File: src/rtl/divider_arbiter_if.sv
// Handshake bundle between the two requesters, the arbiter and the shared divider.
// The master modport is the arbiter's view; slave is the surrounding environment.
interface divider_arbiter_if #(
  parameter int WIDTH = 4
);
  logic             req0;
  logic             req1;
  logic [WIDTH-1:0] x0;
  logic [WIDTH-1:0] y0;
  logic [WIDTH-1:0] x1;
  logic [WIDTH-1:0] y1;
  logic             gnt0;
  logic             gnt1;
  logic             ack0;
  logic             ack1;
  logic [WIDTH-1:0] q_out;
  logic [WIDTH-1:0] r_out;
  logic             err_out;
  logic             tmo_out;
  logic [WIDTH-1:0] div_x;
  logic [WIDTH-1:0] div_y;
  logic             div_go;
  logic             div_done;
  logic             div_err;
  logic [WIDTH-1:0] div_q;
  logic [WIDTH-1:0] div_r;

  modport master (
    input  req0, req1, x0, y0, x1, y1,
    input  div_done, div_err, div_q, div_r,
    output gnt0, gnt1, ack0, ack1, q_out, r_out, err_out, tmo_out,
    output div_x, div_y, div_go
  );

  modport slave (
    output req0, req1, x0, y0, x1, y1,
    output div_done, div_err, div_q, div_r,
    input  gnt0, gnt1, ack0, ack1, q_out, r_out, err_out, tmo_out,
    input  div_x, div_y, div_go
  );
endinterface

File: src/rtl/divider_arbiter.sv
// Round-robin arbiter sharing one integer divider between two requesters,
// with a watchdog that aborts an operation whose done never arrives.
//
// state   | meaning
// IDLE    | waiting for a request; grants and latches operands
// ISSUE   | div_go high, waiting for div_done or watchdog expiry
// RESP    | one-cycle ack to the winner, result valid
// RECOVER | wait for div_done to drop before the next grant
module divider_arbiter #(
  parameter int WIDTH   = 4,
  parameter int TIMEOUT = 31
) (
  input  logic          CLK,
  input  logic          rst,
  divider_arbiter_if.master bus
);

  typedef enum logic [1:0] {
    IDLE    = 2'd0,
    ISSUE   = 2'd1,
    RESP    = 2'd2,
    RECOVER = 2'd3
  } state_t;

  localparam logic [7:0] TMO_LAST = 8'(TIMEOUT - 1);

  state_t           state_q;
  logic             last_q;
  logic             winner_q;
  logic             winner_d;
  logic [7:0]       cnt_q;
  logic             gnt0_q;
  logic             gnt1_q;
  logic             ack0_q;
  logic             ack1_q;
  logic [WIDTH-1:0] q_q;
  logic [WIDTH-1:0] r_q;
  logic             err_q;
  logic             tmo_q;
  logic [WIDTH-1:0] div_x_q;
  logic [WIDTH-1:0] div_y_q;
  logic             div_go_q;

  // On a tie the requester that did not win last time gets the grant.
  always_comb begin
    winner_d = 1'b0;
    if (bus.req0 && bus.req1) begin
      winner_d = ~last_q;
    end else if (bus.req1) begin
      winner_d = 1'b1;
    end
  end

  always_ff @(posedge CLK or posedge rst) begin
    if (rst) begin
      state_q  <= IDLE;
      last_q   <= 1'b1;
      winner_q <= 1'b0;
      cnt_q    <= '0;
      gnt0_q   <= 1'b0;
      gnt1_q   <= 1'b0;
      ack0_q   <= 1'b0;
      ack1_q   <= 1'b0;
      q_q      <= '0;
      r_q      <= '0;
      err_q    <= 1'b0;
      tmo_q    <= 1'b0;
      div_x_q  <= '0;
      div_y_q  <= '0;
      div_go_q <= 1'b0;
    end else begin
      case (state_q)
        IDLE: begin
          if (bus.req0 || bus.req1) begin
            winner_q <= winner_d;
            div_x_q  <= winner_d ? bus.x1 : bus.x0;
            div_y_q  <= winner_d ? bus.y1 : bus.y0;
            gnt0_q   <= ~winner_d;
            gnt1_q   <= winner_d;
            div_go_q <= 1'b1;
            cnt_q    <= '0;
            state_q  <= ISSUE;
          end
        end
        ISSUE: begin
          cnt_q <= cnt_q + 8'd1;
          if (bus.div_done) begin
            q_q      <= bus.div_q;
            r_q      <= bus.div_r;
            err_q    <= bus.div_err;
            tmo_q    <= 1'b0;
            div_go_q <= 1'b0;
            ack0_q   <= ~winner_q;
            ack1_q   <= winner_q;
            state_q  <= RESP;
          end else if (cnt_q == TMO_LAST) begin
            q_q      <= '0;
            r_q      <= '0;
            err_q    <= 1'b1;
            tmo_q    <= 1'b1;
            div_go_q <= 1'b0;
            ack0_q   <= ~winner_q;
            ack1_q   <= winner_q;
            state_q  <= RESP;
          end
        end
        RESP: begin
          ack0_q  <= 1'b0;
          ack1_q  <= 1'b0;
          gnt0_q  <= 1'b0;
          gnt1_q  <= 1'b0;
          last_q  <= winner_q;
          state_q <= RECOVER;
        end
        RECOVER: begin
          if (!bus.div_done) begin
            state_q <= IDLE;
          end
        end
        default: state_q <= IDLE;
      endcase
    end
  end

  assign bus.gnt0    = gnt0_q;
  assign bus.gnt1    = gnt1_q;
  assign bus.ack0    = ack0_q;
  assign bus.ack1    = ack1_q;
  assign bus.q_out   = q_q;
  assign bus.r_out   = r_q;
  assign bus.err_out = err_q;
  assign bus.tmo_out = tmo_q;
  assign bus.div_x   = div_x_q;
  assign bus.div_y   = div_y_q;
  assign bus.div_go  = div_go_q;

endmodule
File: src/flat_wrapper.sv
// flat-port wrapper written by rule: the top's interface ports become plain ports
module divider_arbiter_flat 
#(
  parameter int WIDTH   = 4,
  parameter int TIMEOUT = 31
)
  (CLK, rst, bus_req0, bus_req1, bus_x0, bus_y0, bus_x1, bus_y1, bus_div_done, bus_div_err, bus_div_q, bus_div_r, bus_gnt0, bus_gnt1, bus_ack0, bus_ack1, bus_q_out, bus_r_out, bus_err_out, bus_tmo_out, bus_div_x, bus_div_y, bus_div_go);
  divider_arbiter_if #(.WIDTH(WIDTH)) bus_i ();
  input  logic CLK;
  input  logic rst;
  input wire logic [$bits(bus_i.req0)-1:0] bus_req0;
  input wire logic [$bits(bus_i.req1)-1:0] bus_req1;
  input wire logic [$bits(bus_i.x0)-1:0] bus_x0;
  input wire logic [$bits(bus_i.y0)-1:0] bus_y0;
  input wire logic [$bits(bus_i.x1)-1:0] bus_x1;
  input wire logic [$bits(bus_i.y1)-1:0] bus_y1;
  input wire logic [$bits(bus_i.div_done)-1:0] bus_div_done;
  input wire logic [$bits(bus_i.div_err)-1:0] bus_div_err;
  input wire logic [$bits(bus_i.div_q)-1:0] bus_div_q;
  input wire logic [$bits(bus_i.div_r)-1:0] bus_div_r;
  output wire logic [$bits(bus_i.gnt0)-1:0] bus_gnt0;
  output wire logic [$bits(bus_i.gnt1)-1:0] bus_gnt1;
  output wire logic [$bits(bus_i.ack0)-1:0] bus_ack0;
  output wire logic [$bits(bus_i.ack1)-1:0] bus_ack1;
  output wire logic [$bits(bus_i.q_out)-1:0] bus_q_out;
  output wire logic [$bits(bus_i.r_out)-1:0] bus_r_out;
  output wire logic [$bits(bus_i.err_out)-1:0] bus_err_out;
  output wire logic [$bits(bus_i.tmo_out)-1:0] bus_tmo_out;
  output wire logic [$bits(bus_i.div_x)-1:0] bus_div_x;
  output wire logic [$bits(bus_i.div_y)-1:0] bus_div_y;
  output wire logic [$bits(bus_i.div_go)-1:0] bus_div_go;
  assign bus_i.req0 = bus_req0;
  assign bus_i.req1 = bus_req1;
  assign bus_i.x0 = bus_x0;
  assign bus_i.y0 = bus_y0;
  assign bus_i.x1 = bus_x1;
  assign bus_i.y1 = bus_y1;
  assign bus_i.div_done = bus_div_done;
  assign bus_i.div_err = bus_div_err;
  assign bus_i.div_q = bus_div_q;
  assign bus_i.div_r = bus_div_r;
  assign bus_gnt0 = bus_i.gnt0;
  assign bus_gnt1 = bus_i.gnt1;
  assign bus_ack0 = bus_i.ack0;
  assign bus_ack1 = bus_i.ack1;
  assign bus_q_out = bus_i.q_out;
  assign bus_r_out = bus_i.r_out;
  assign bus_err_out = bus_i.err_out;
  assign bus_tmo_out = bus_i.tmo_out;
  assign bus_div_x = bus_i.div_x;
  assign bus_div_y = bus_i.div_y;
  assign bus_div_go = bus_i.div_go;
  divider_arbiter #(.WIDTH(WIDTH), .TIMEOUT(TIMEOUT)) u_core (.CLK(CLK), .rst(rst), .bus(bus_i));
endmodule
File: config.mk
export PLATFORM = sky130hd
export DESIGN_NAME = divider_arbiter_flat
export DESIGN_NICKNAME = d
export VERILOG_FILES = /design/src/rtl/divider_arbiter_if.sv /design/src/rtl/divider_arbiter.sv /design/src/flat_wrapper.sv
export SDC_FILE = /design/constraint.sdc
export NUM_CORES = 1
export LEC_CHECK = 0
export BUFFER_PORTS_ARGS = -buffer_cell sky130_fd_sc_hd__clkbuf_2
export CAP_MARGIN = 40
export CORE_UTILIZATION = 46
export CTS_CLUSTER_SIZE = 10
export DETAILED_ROUTE_END_ITERATION = 8
export GPL_TIMING_DRIVEN = 0
export PLACE_DENSITY = 0.83
export SLEW_MARGIN = 20
export SYNTH_ARGS = -nofsm -noshare
export SYNTH_HDL_FRONTEND = slang
export SYNTH_SLANG_ARGS = --single-unit
File: constraint.sdc
create_clock -name CLK -period 3.8 [get_ports CLK]
set_clock_uncertainty 0.2 [all_clocks]
set_input_delay 0.38 -clock CLK [delete_from_list [all_inputs] [get_ports CLK]]
set_output_delay 0.38 -clock CLK [all_outputs]
set_load 0.1 [all_outputs]
==> flow_summary_export.csv, run 1 <==
group,metric,value,unit
outcome,status,"completed",
synthesis,synth_nets,187,
clock_network,worst_skew_pair.late_latency,340,ps
synthesis,synth.cell_area,1650,um2
clock_network,cts-buffers-inserted,5,
sta,rsz0062_at_grt,"no",
sta,fin_setup_tns,0,ps
detailed_routing,routed_vias,1302,
layout,fin_nets,247,
sta,clock.fmax,0.451,GHz
detailed_routing,average_via_count_per_standard_cell,5.09,
layout,layout.cells.most_common_list,"sky130_fd_sc_hd__clkbuf_2, sky130_fd_sc_hd__dfrtp_1, sky130_fd_sc_hd__o21ai_0",
detailed_routing,drc,0,
grt,grt.total_usage,0.197,
grt,antenna_violations_before_repair,0,
sta,timing_max_transition_violations_final,0,
critical_path,slowest_stage,"sky130_fd_sc_hd__nor3b_1",
grt,grt_max_degree,36,
floorplan,starting_utilization_of_the_core_area,0.486,
detailed_routing,drt-pass1-iter-count,4,
sta,min_period,2220,ps
layout,drive_above_1_share,0.338,
synthesis,synth_edf_count,0,
synthesis,postSynth.asyncResetShare,1.00,
detailed_routing,antenna_violating_nets_post_route,0,
synthesis,post_synth_inst_count,150,
floorplan,fp.coreArea,3390,um2
sta,max_slew_margin,0.517,
layout,layout_commonest_cell,"sky130_fd_sc_hd__clkbuf_2",
layout,layoutNonFillerInstCount,256,
floorplan,dieArea,3830,um2
critical_path,critPathLaunchType,"flip-flop",
detailed_routing,drt-initial-drc-count,42,
clock_network,tritoncts_clock_tree,"built",
floorplan,die_height,61.9,um
critical_path,worstPathCellList,"inv_1 > ha_1 > buf_2 > nor3b_1 > buf_2 > nor3_1 > xnor2_1 > nor2_1",
grt,total_overflow_reported_by_the_global_router,0,
critical_path,worstPathRequired,3820,ps
critical_path,timing.critical_path.fanout_max,10,
place,placed_cells_incl_taps,248,
sta,final_min_period_over_clock_period,0.584,
clock_network,clk_pin_slew,100,ps
place,place.port_buffers,52,
detailed_routing,wl_per_cell,12.8,um
sta,hold_viol_final,0,
clock_network,cts.repair_timing.setup_buffer_count,0,
critical_path,crit_path_max_delay_family,"buffers and inverters",
critical_path,timing_worst_setup_path_type,"flip-flop to flip-flop",
sta,setup_viol,0,
hold_path,timing.hold.worst.class,"primary input to flip-flop",
critical_path,worstPathBufferInverterCount,3,
layout,fillers,306,
layout,num_antenna_cells,0,
floorplan,die_width,61.9,um
clock_network,cts_root_buffer,"sky130_fd_sc_hd__clkbuf_4",
layout,ff_latch_area,877,um2
flow_run,drv.max_cap_violation_count,0,
synthesis,postSynthAreaPerCell,11.0,um2
place,gpl.final_weighted_congestion,0.810,
layout,multi_input_area,708,um2
synthesis,synth.yosys.seq_area_share,0.532,
sta,timing.hold.ws,71.7,ps
clock_network,clk_path_buf_depth,2,
synthesis,synthDistinctLibCells,35,
critical_path,cp-end-kind,"flip-flop",
layout,fraction_of_the_core_area_covered_by_cells_at_the_end_of_the_flow,0.599,
synthesis,yosys_register_bits,35,
detailed_routing,wirelength,3290,um
place,dp.final_hpwl,2480,um
synthesis,synthesis.yosys.warnings,0,
clock_network,ctsHtreeMaxLevel,2,
critical_path,slowest_delay,450,ps
floorplan,boundaryPins,53,
critical_path,cp.arrival,2240,ps
grt,grt_pass1_wl,5370,um
critical_path,crit_path_frequent_cell,"sky130_fd_sc_hd__buf_2",
synthesis,yosys_most_used_dff,"sky130_fd_sc_hd__dfrtp_1",
clock_network,cts_sinks,35,
grt,via_count_of_the_first_global_routing_pass,1286,
layout,synthToLayoutAreaGrowth,23.3,%
floorplan,placement_rows,21,
sta,timing_worst_slew_pin_value,719,ps
[layout make-up]
class | count | area share
inverters | 8 | 0.0148
well taps | 46 | 0.0283
repair buffers | 53 | 0.133
clock inverters | 1 | 0.00246
flip-flops and latches | 35 | 0.432
clock buffers | 6 | 0.0252
multi-input cells | 100 | 0.349
plain buffers | 7 | 0.0160
[stage by stage]
stage / worst slack [ps] / cell area [um2]
detailed placement: 1630 / 1970
global route: 1300 / 2030
floorplan: 1900 / 1650
global placement: 1630 / 1970
finish: 1580 / 2030
CTS: 1610 / 2030
[cell usage after synthesis, types with 2 or more instances]
cell type / number / share of area
sky130_fd_sc_hd__a22o_1: 9 / 0.048
sky130_fd_sc_hd__nand2_1: 12 / 0.027
sky130_fd_sc_hd__mux2i_1: 9 / 0.055
sky130_fd_sc_hd__inv_1: 8 / 0.018
sky130_fd_sc_hd__a21boi_0: 2 / 0.0091
sky130_fd_sc_hd__xnor2_1: 5 / 0.027
sky130_fd_sc_hd__a21oi_1: 2 / 0.0061
sky130_fd_sc_hd__nor3_1: 3 / 0.0091
sky130_fd_sc_hd__nand2b_1: 3 / 0.011
sky130_fd_sc_hd__ha_1: 7 / 0.053
sky130_fd_sc_hd__nor2_1: 11 / 0.025
sky130_fd_sc_hd__buf_2: 5 / 0.015
sky130_fd_sc_hd__o21ai_0: 16 / 0.049
sky130_fd_sc_hd__dfrtp_1: 34 / 0.52
sky130_fd_sc_hd__nor3b_1: 2 / 0.0091
sky130_fd_sc_hd__mux2_2: 3 / 0.020
[cell families after synthesis]
logic type                 after synthesis  synth area share
AOI/OAI and AO/OA                       37             0.153
adders and majority gates                7            0.0531
xor gates and xnor gates                 5            0.0266
buffers and inverters                   15            0.0380
and+or+nand+nor                         38             0.115
muxes                                   13            0.0820
DFF                                     35             0.532
[path summary, 6_finish.rpt]
| kind | endpoint | from | slack, ps | depth (start not counted) |
|---|---|---|---|---|
| max | u_core.cnt_q[6] | u_core.state_q[0] | 1580 | 8 |
| min | u_core.bus.r_out[3] | bus_div_r[3] | 70 | 2 |
| max reg2reg | u_core.cnt_q[6] | u_core.state_q[0] | 1580 | 8 |
| min reg2reg | u_core.bus.div_y[3] | u_core.bus.div_y[3] | 290 | 2 |
| max in group asynchronous | u_core.state_q[1] | rst | 2480 | 3 |
| min in group asynchronous | u_core.bus.r_out[0] | rst | 480 | 3 |
[timing repair]
item	4_1_cts	5_1_grt
resized for setup	0	0
hold endpoints to repair	34	0
hold buffers	1	0
[sequential cells by signal, summed over array words and instances, names as in the netlist, 2 cells and up]
name	count
u_core.bus.q_out	4
u_core.bus.div_x	4
u_core.cnt_q	8
u_core.bus.div_y	4
u_core.bus.r_out	4
u_core.state_q	2
[worst register-to-register path, stage by stage, from the launching register on]
cell	delay (ps)
sky130_fd_sc_hd__dfrtp_1	410
sky130_fd_sc_hd__inv_1	140
sky130_fd_sc_hd__ha_1	150
sky130_fd_sc_hd__buf_2	170
sky130_fd_sc_hd__nor3b_1	450
sky130_fd_sc_hd__buf_2	290
sky130_fd_sc_hd__nor3_1	90
sky130_fd_sc_hd__xnor2_1	150
sky130_fd_sc_hd__nor2_1	60
[routing by layer]
layer | share of wire | global-route usage | vias up | wire length [um]
met5 | 0 | 0 | - | 0
met4 | 0.013 | 0.0667 | 0 | 42
met3 | 0.066 | 0.0683 | 6 | 217
met2 | 0.48 | 0.350 | 55 | 1580
met1 | 0.44 | 0.220 | 596 | 1450
li1 | - | - | 645 | -
Power of run 1 is not shown: default switching activity piles up to over one toggle a cycle in this logic, so the estimate is an artifact.
==> inputs of run 2 (changes only) <==
clock period = 2.1 ns   (was 3.8 ns; I/O delays follow)
==> run 2 against run 1 <==
- the flow now finishes with violations (negative hold slack)
- utilization is 8.7 points higher
- die area did not move
- final area rose by 15%
- non-clock buffer count grew 28
- critical path depth is 2 lower
- fmax rose by 8.4%
- worst hold slack lost 76 ps
- first-iteration DRC count rose by 17%
- via count up 13%
- global-route usage increased by 3.6 points
==> flow_summary_export.csv, run 2 (synthesized netlist as in run 1, its figures left out) <==
group,metric,value,unit
hold_path,timing.hold.worst.class,"primary input to flip-flop",
layout,num_antenna_cells,0,
clock_network,clk_path_buf_depth,2,
floorplan,die_height,61.9,um
clock_network,ctsHtreeMaxLevel,2,
sta,min_period,2050,ps
outcome,violations,"negative hold slack",
layout,layout_commonest_cell,"sky130_fd_sc_hd__clkbuf_2",
floorplan,placement_rows,21,
sta,max_slew_margin,0.535,
layout,largest_reg_flops,8,
critical_path,reg2reg_depth,6,
floorplan,starting_utilization_of_the_core_area,0.486,
floorplan,boundaryPins,53,
sta,timing_worst_slew_pin_value,697,ps
sta,hold_viol_final,1,
sta,clock.fmax,0.489,GHz
clock_network,cts_sinks,35,
critical_path,cp.arrival,2070,ps
critical_path,worstPathRequired,2130,ps
grt,grt_max_degree,36,
clock_network,worst_skew_pair.late_latency,340,ps
layout,fin_nets,275,
clock_network,cts_root_buffer,"sky130_fd_sc_hd__clkbuf_4",
grt,antenna_violations_before_repair,0,
detailed_routing,routed_vias,1474,
place,place.port_buffers,52,
critical_path,timing.critical_path.fanout_max,5,
place,gpl.final_weighted_congestion,0.810,
critical_path,cp-end-kind,"flip-flop",
layout,fillers,260,
layout,layoutNonFillerInstCount,284,
detailed_routing,average_via_count_per_standard_cell,5.19,
clock_network,tritoncts_clock_tree,"built",
layout,fraction_of_the_core_area_covered_by_cells_at_the_end_of_the_flow,0.687,
floorplan,fp.coreArea,3390,um2
place,dp.final_hpwl,2480,um
critical_path,r2r_start,"u_core.cnt_q[0]",
critical_path,critical_path_source,"u_core.cnt_q[0]",
place,placed_cells_incl_taps,248,
detailed_routing,antenna_violating_nets_post_route,0,
place,postPlaceCellArea,1970,um2
layout,layout.cells.most_common_list,"sky130_fd_sc_hd__clkbuf_2, sky130_fd_sc_hd__dfrtp_1, sky130_fd_sc_hd__dlygate4sd3_1",
detailed_routing,drt-initial-drc-count,49,
grt,total_overflow_reported_by_the_global_router,0,
critical_path,critPathLaunchType,"flip-flop",
detailed_routing,drc,0,
sta,setup_viol,0,
detailed_routing,wirelength,4000,um
layout,final_cell_area,2330,um2
critical_path,timing_worst_setup_path_type,"flip-flop to flip-flop",
sta,timing.hold.ws,-4.57,ps
layout,largest-register,"u_core.cnt_q",
grt,via_count_of_the_first_global_routing_pass,1456,
detailed_routing,wl_per_cell,14.1,um
grt,grt_pass1_wl,6270,um
sta,final_min_period_over_clock_period,0.975,
layout,synthToLayoutAreaGrowth,41.3,%
grt,grt.total_usage,0.233,
outcome,status,"finished with violations",
layout,drive_above_1_share,0.332,
floorplan,dieArea,3830,um2
flow_run,drv.max_cap_violation_count,0,
clock_network,cts-buffers-inserted,5,
sta,rsz0062_at_grt,"yes",
floorplan,die_width,61.9,um
clock_network,clk_pin_slew,100,ps
detailed_routing,drt-pass1-iter-count,4,
hold_path,min-delay-start,"bus_x0[3]",
hold_path,min_delay_path_depth,3,
sta,timing_max_transition_violations_final,0,
[run 2: cell types whose count changed in the layout (fill, tap and decap cells not counted), sizes merged]
cell and delta:
dlygate4sd3 +23, buf +5
[run 2: layout make-up]
type,count,area [um2],area share
buffer,7,41.3,0.0177
clock buffer,6,51.3,0.0220
clock inverter,1,5.00,0.00215
inverter,8,30.0,0.0129
multi-input combinational,100,731,0.314
sequential,35,877,0.377
tap,46,57.6,0.0247
timing repair buffer,81,536,0.230
[run 2: path summary, 6_finish.rpt]
check	endpoint	slack, ps
setup / recovery	u_core.state_q[1]	50
min in group asynchronous	u_core.bus.div_y[1]	320
max in group asynchronous	u_core.cnt_q[1]	930
hold reg to reg	u_core.bus.div_y[1]	300
hold / removal	u_core.bus.div_x[3]	-5
setup reg to reg	u_core.state_q[1]	50
[run 2: metrics by stage]
step | hold slack (ps) | TNS [ps] | setup slack, ps
final | -4.57 | 0 | 53.5
after global routing | 43.7 | -112 | -52.5
after CTS | 0.833 | 0 | 7.82
after detailed placement | 149 | -396 | -71.5
after global placement | 250 | -250 | -65.5
after floorplan | 150 | 0 | 196
[run 2: worst max-delay path, cell delays in order (launching register included)]
cell	delay [ps]
sky130_fd_sc_hd__dfrtp_1	430
sky130_fd_sc_hd__inv_1	70
sky130_fd_sc_hd__ha_1	140
sky130_fd_sc_hd__nor4b_2	210
sky130_fd_sc_hd__a41oi_2	210
sky130_fd_sc_hd__a221oi_2	310
sky130_fd_sc_hd__mux2_1	360
[run 2: what timing repair did]
| item | in CTS | in global routing |
|---|---|---|
| resized for setup | 4 | 8 |
| cloned | 0 | 1 |
| hold buffers | 24 | 0 |
| endpoints found under the setup margin | 12 | 20 |
| buffers inserted | 1 | 3 |
| pin swaps | 1 | 2 |
| hold endpoints to repair | 50 | 0 |
[run 2: metal layers]
| metal | up-vias | GRT usage | wire [um] |
|---|---|---|---|
| met4 | 0 | 0.0667 | 48 |
| met3 | 6 | 0.0725 | 206 |
| met2 | 59 | 0.444 | 2110 |
| li1 | 701 | - | - |
| met5 | - | 0 | 0 |
| met1 | 708 | 0.245 | 1640 |
Power of run 2 is left out for the same reason.
